`src/rtl/mux_4x1_operand_sequencer_pkg.sv`:
```
// Shared definitions for the mux_4x1 operand sequencer: FSM encodings and the default operand width.
package mux_4x1_operand_sequencer_pkg;

    localparam int SEQ_W_DEF = 4;

    typedef enum logic [1:0] {
        ST_IDLE  = 2'd0,
        ST_SHIFT = 2'd1,
        ST_DONE  = 2'd2
    } seq_state_t;

endpackage

```
`src/rtl/mux_4x1_operand_sequencer_serial_shift_reg.sv`:
```
// W-bit load/shift register presenting one bit per shift, plus a one-bit delay flop for the previous bit.
// MUX_SEQ_MSB_FIRST_EN selects MSB-first order; LSB-first otherwise.
module serial_shift_reg #(
    parameter int W = 4
) (
    input  logic         i_clk,
    input  logic         i_reset,
    input  logic         i_load,
    input  logic         i_shift,
    input  logic [W-1:0] i_din,
    output logic         o_bit,
    output logic         o_pre
);

    logic [W-1:0] r_data;
    logic         r_pre;
    logic [W-1:0] w_shifted;

`ifdef MUX_SEQ_MSB_FIRST_EN
    assign o_bit     = r_data[W-1];
    assign w_shifted = {r_data[W-2:0], 1'b0};
`else
    assign o_bit     = r_data[0];
    assign w_shifted = {1'b0, r_data[W-1:1]};
`endif

    assign o_pre = r_pre;

    // The delay flop captures the bit being shifted out so pre tracks the previous presented bit.
    always_ff @(posedge i_clk) begin
        if (i_reset) begin
            r_data <= '0;
            r_pre  <= 1'b0;
        end else if (i_load) begin
            r_data <= i_din;
            r_pre  <= 1'b0;
        end else if (i_shift) begin
            r_data <= w_shifted;
            r_pre  <= o_bit;
        end
    end

endmodule

```
`src/rtl/mux_4x1_operand_sequencer.sv`:
```
// Bit-serial operand feeder for mux_4x1: latches a/b/op on start, shifts one bit per clock, pulses done.
// Build option MUX_SEQ_MSB_FIRST_EN reverses the shift order (handled inside serial_shift_reg).
module mux_4x1_operand_sequencer
    import mux_4x1_operand_sequencer_pkg::*;
#(
    parameter int W = SEQ_W_DEF
) (
    input  logic         clk,
    input  logic         reset,
    input  logic         start,
    input  logic [1:0]   op,
    input  logic [W-1:0] a,
    input  logic [W-1:0] b,
    output logic         s1,
    output logic         s2,
    output logic         inA,
    output logic         inB,
    output logic         pre_inA,
    output logic         pre_inB,
    output logic         bit_valid,
    output logic [3:0]   bit_idx,
    output logic         busy,
    output logic         done
);

    if (W < 2 || W > 16) begin : g_w_illegal
        $error("mux_4x1_operand_sequencer: W must be within 2..16");
    end

    localparam logic [3:0] LAST_IDX = 4'(W - 1);

    seq_state_t r_state, w_next;
    logic [1:0] r_op;
    logic [3:0] r_idx;
    logic       w_accept, w_shift;
    logic       w_bit_a, w_bit_b, w_pre_a, w_pre_b;

    serial_shift_reg #(.W(W)) u_sr_a (
        .i_clk   (clk),
        .i_reset (reset),
        .i_load  (w_accept),
        .i_shift (w_shift),
        .i_din   (a),
        .o_bit   (w_bit_a),
        .o_pre   (w_pre_a)
    );

    serial_shift_reg #(.W(W)) u_sr_b (
        .i_clk   (clk),
        .i_reset (reset),
        .i_load  (w_accept),
        .i_shift (w_shift),
        .i_din   (b),
        .o_bit   (w_bit_b),
        .o_pre   (w_pre_b)
    );

    // Index saturates at the last bit so it never exceeds W-1; it is cleared on the next accept.
    always_ff @(posedge clk) begin
        if (reset) begin
            r_state <= ST_IDLE;
            r_op    <= 2'b00;
            r_idx   <= 4'd0;
        end else begin
            r_state <= w_next;
            if (w_accept) begin
                r_op  <= op;
                r_idx <= 4'd0;
            end else if (w_shift && r_idx != LAST_IDX) begin
                r_idx <= r_idx + 4'd1;
            end
        end
    end

    always_comb begin
        w_next    = r_state;
        w_accept  = 1'b0;
        w_shift   = 1'b0;
        s1        = 1'b0;
        s2        = 1'b0;
        inA       = 1'b0;
        inB       = 1'b0;
        pre_inA   = 1'b0;
        pre_inB   = 1'b0;
        bit_valid = 1'b0;
        bit_idx   = 4'd0;
        busy      = 1'b0;
        done      = 1'b0;
        case (r_state)
            ST_IDLE: begin
                if (start) begin
                    w_accept = 1'b1;
                    w_next   = ST_SHIFT;
                end
            end
            ST_SHIFT: begin
                w_shift   = 1'b1;
                bit_valid = 1'b1;
                busy      = 1'b1;
                s1        = r_op[1];
                s2        = r_op[0];
                inA       = w_bit_a;
                inB       = w_bit_b;
                pre_inA   = w_pre_a;
                pre_inB   = w_pre_b;
                bit_idx   = r_idx;
                if (r_idx == LAST_IDX) w_next = ST_DONE;
            end
            ST_DONE: begin
                busy   = 1'b1;
                done   = 1'b1;
                w_next = ST_IDLE;
            end
            default: w_next = ST_IDLE;
        endcase
    end

endmodule
```
`config.mk`:
```
export PLATFORM = sky130hd
export DESIGN_NAME = mux_4x1_operand_sequencer
export DESIGN_NICKNAME = d
export VERILOG_FILES = /design/src/rtl/mux_4x1_operand_sequencer_pkg.sv /design/src/rtl/mux_4x1_operand_sequencer_serial_shift_reg.sv /design/src/rtl/mux_4x1_operand_sequencer.sv
export SDC_FILE = /design/constraint.sdc
export NUM_CORES = 1
export LEC_CHECK = 0
export ABC_AREA = 1
export CORE_MARGIN = 2
export CORE_UTILIZATION = 42
export CTS_BUF_LIST = sky130_fd_sc_hd__clkbuf_4 sky130_fd_sc_hd__clkbuf_8 sky130_fd_sc_hd__clkbuf_16
export CTS_CLUSTER_DIAMETER = 40
export DETAILED_ROUTE_END_ITERATION = 10
export PLACE_DENSITY = 0.73
export SLEW_MARGIN = 10
export SYNTH_ARGS = -nofsm -noshare
export SYNTH_HDL_FRONTEND = slang
export SYNTH_HIERARCHICAL = 1
export SYNTH_SLANG_ARGS = --single-unit
```
`constraint.sdc`:
```
create_clock -name clk -period 1.64 [get_ports clk]
set_input_delay 0.41 -clock clk [delete_from_list [all_inputs] [get_ports clk]]
set_output_delay 0.41 -clock clk [all_outputs]
set_load 0.02 [all_outputs]
```
==> metrics.md <==
| Metric | Value |
|---|---|
| Clock latency on the worst-skew pair | 0.30 ns |
| Busiest layer in global routing | met2 |
| Mux contribution to synthesized area | 0% |
| Main area contributors after synthesis | sky130_fd_sc_hd__dfxtp_1 (36%), sky130_fd_sc_hd__nand2_1 (21%), sky130_fd_sc_hd__inv_1 (12%) |
| Number of max-slew violations in the final report | 0 |
| Die outline width | 52.7 um |
| Number of clock sinks | 18 |
| Routability cong. | 0.868 |
| WL/cell | 10.6 um |
| Cell count after synthesis | 157 |
| Synthesized flop and latch total | 18 |
| Number of input and output port buffers inserted | 25 |
| Fillcell total | 191 |
| H-Tree Depth | 1 |
| DP Area | 1400 um2 |
| Crit path cell chain | inv_2 > buf_4 > ha_1 > buf_6 |
| Worst Setup End Kind | primary output |
| Largest area contributor in the netlist | sky130_fd_sc_hd__dfxtp_1 |
| CTS clock-pin slew for the worst setup and hold paths | 0.10 ns |
| Row cnt | 17 |
| Maximum root-to-sink buffer count | 2 |
| Post-Route Utilization | 67.6% |
| Setup repair after global routing missed its margin | yes |
| Clock tree from TritonCTS | built |
| Clock period minus worst slack | 1.62 ns |
| Fin Clk Skew | 0.00812 ns |
| GRT overflow | 0 |
| Class of the tightest hold or removal check | register to register |
| Required time of the critical path | 1.23 ns |
| Proportion of layout cells with a drive suffix above 1 | 31.9% |
| Hold buffer count at CTS | 0 |
| Net count, final | 225 |
| Count of antenna diodes in the layout | 0 |
| Leading cell types by count after synthesis | sky130_fd_sc_hd__nand2_1 (55), sky130_fd_sc_hd__inv_1 (31), sky130_fd_sc_hd__dfxtp_1 (18), sky130_fd_sc_hd__nor2_1 (12), sky130_fd_sc_hd__a21oi_1 (8) |
| Initial core utilization | 44.5% |
| GR met1 Demand/Resource | 23.6% |
| Share of Yosys cell area claimed by the top area cell type | 36.2% |
| Compound-gate portion of the synthesized area | 8.43% |
| Register area share after synthesis | 36.2% |
| Vias in the first global route | 951 |
| GR Util met2 | 34.4% |
| Critical Path Fanout Max | 3 |
| Count of unique library cells instantiated by Yosys | 15 |
| Most used DFF post-synth | sky130_fd_sc_hd__dfxtp_1 |
| Syn_nets | 176 |
| Worst setup SP type | register |
| Non-filler instance count after layout | 232 |
| Adder-cell area share of the yosys netlist | 7.55% |
| Number of flops mapped to enable cells by yosys | 0 |
| Met3 layer usage reported by global route | 6.00% |
| Proportion of synthesized flip-flops having asynchronous set or reset | 0% |
| Antenna violations before repair | 0 |
| Number of buffer and inverter stages on the critical path | 3 |
| Yosys warning total | 6 |
| First-pass DRT Iterations | 4 |
| Final routed wirelength across all metal layers | 2.46 mm |
| Most frequent cell after synthesis | sky130_fd_sc_hd__nand2_1 |
| Final HPWL from detailed placement | 1.80 mm |
| Number of endpoints failing setup at the final stage | 0 |
| Synth-to-Final Area Change | 51.7% |
| Arr. time, crit path | 1.21 ns |
| GRT Overall Usage | 20.0% |
| Power density over the cells | 1560 nW/um2 |
| Die Area | 2770 um2 |
| Cell type of the slowest stage on the worst timing path | sky130_fd_sc_hd__dfxtp_4 |
| Static leakage | 0.821 nW |
| Core outline area | 2230 um2 |
| Post-Synthesis Cell Area | 995 um2 |
| Syn Area/Cell | 6.34 um2 |
| Total vias in the final route | 1088 |
| Main combinational cell family by area after synthesis | simple AND/OR/NAND/NOR gates |
| Summed area of non-filler cells in the final layout | 1510 um2 |
| Transition time at the pin with the least slew margin | 0.217 ns |
| Root buffer cell | sky130_fd_sc_hd__clkbuf_4 |
| Status | finished, final reports clean |
| Maximum vdd drop | 1180 uV |
| Top achievable clock speed | 0.618 GHz |
| Total of max-cap violations | 0 |
| TritonCTS Buffers | 3 |
| Residual DRC | 0 |
| Start-to-end type of the worst setup path | register to primary output |
| XOR/XNOR share of the synthesized area | 0% |
| Slowest Stage Delay on Critical Path | 0.38 ns |
| Family with the most delay on the worst path | flip-flops |
| Mean number of vias per cell | 4.69 |
| Initial drt markers | 22 |
| Ratio of final minimum period to clock period | 98.7% |
| I/O pins | 26 |
| Simple-gate share of the synthesized area | 33.8% |
| Instance count after placement with tap cells included | 222 |
| Pin count of the biggest net entering global routing | 13 |
| Final Hold Violating Endpoints | 0 |
| Worst rel slew slack | 85.4% |
| Final antenna-violating net count | 0 |
| Overall die height | 52.7 um |
| Wire length of the first global-routing pass | 4.00 mm |
logic make-up after synthesis:
kind of cell / count (synthesis)
fa+ha+maj: 6
compound gates: 15
buf+inv: 36
simple gates: 82
flops: 18
final cells by class:
type / count / area, um2 / area share (%)
Timing Repair Buffer: 45 / 417 / 27.6
Sequential cell: 18 / 365 / 24.2
Clock buffer: 3 / 22.5 / 1.49
Multi-Input combinational cell: 103 / 538 / 35.7
Inverter: 35 / 131 / 8.71
Tap cell: 28 / 35.0 / 2.32
worst reg2reg max path: stages (launching register included):
cell and delay, ns:
sky130_fd_sc_hd__dfxtp_2 0.34, sky130_fd_sc_hd__inv_2 0.05, sky130_fd_sc_hd__ha_4 0.18, sky130_fd_sc_hd__buf_6 0.13
sky130_fd_sc_hd__buf_4 0.13, sky130_fd_sc_hd__buf_4 0.13, sky130_fd_sc_hd__buf_4 0.14, sky130_fd_sc_hd__nor2_2 0.17
sky130_fd_sc_hd__nand2_1 0.07, sky130_fd_sc_hd__nand3_1 0.06, sky130_fd_sc_hd__nand2_1 0.05, sky130_fd_sc_hd__inv_1 0.04
routing by layer:
layer | vias to the layer above | share of wire, %
met5 | - | 0
met4 | 0 | 1.0
met3 | 4 | 5.8
met2 | 31 | 53
met1 | 485 | 41
li1 | 568 | -
layout by cell type (no fill, tap or decap), drive strengths merged, types with 3 or more instances in the layout:
master | synthesis | layout
nand2 | 58 | 58
inv | 35 | 35
buf | 1 | 33
o21ai | 4 | 4
dfxtp | 18 | 18
nand3 | 7 | 7
ha | 6 | 6
clkbuf | 0 | 3
clkdlybuf4s50 | 0 | 12
a21oi | 9 | 9
nor2 | 14 | 14
nand4 | 3 | 3
metrics by stage:
step                      worst slack (ns)  TNS [ns]  hold slack, ns  power (mW)
after CTS                          -0.0296   -0.0517           0.472        2.24
after detailed placement            -0.203     -2.23           0.457        1.89
final                               0.0207         0           0.479        2.36
after global routing               -0.0622    -0.428           0.502        2.56
after global placement              -0.164     -1.72           0.450        1.85
after floorplan                      0.129         0           0.434        1.40
registers in the layout, indices dropped and copies added (netlist names):
name and flops:
u_sr_b/o_pre 1, u_sr_a/o_pre 1, u_sr_a/r_data 4, u_sr_b/r_data 4, r_state 2, r_idx 4, r_op 2
power breakdown:
part           switching, mW  internal, mW
Combinational          0.758         0.707
Sequential            0.0953         0.572
Clock                  0.139        0.0858
repair_timing:
item | CTS | global route
gates resized for setup | 85 | 11
buffers inserted | 6 | 1
pin swaps | 3 | 0
hold endpoints to repair | 0 | 0
setup endpoints to repair | 13 | 14
final timing paths:
kind | startpoint | to | slack [ns] | cells after the start
setup reg to reg | r_state[1] | u_sr_b/r_data[0] | 0.12 | 11
setup / recovery | r_state[0] | done | 0.02 | 4
hold / removal | u_sr_a/r_data[3] | u_sr_a/r_data[3] | 0.48 | 2
hold reg to reg | u_sr_a/r_data[3] | u_sr_a/r_data[3] | 0.48 | 2
Power figures use the tool's default switching activity.
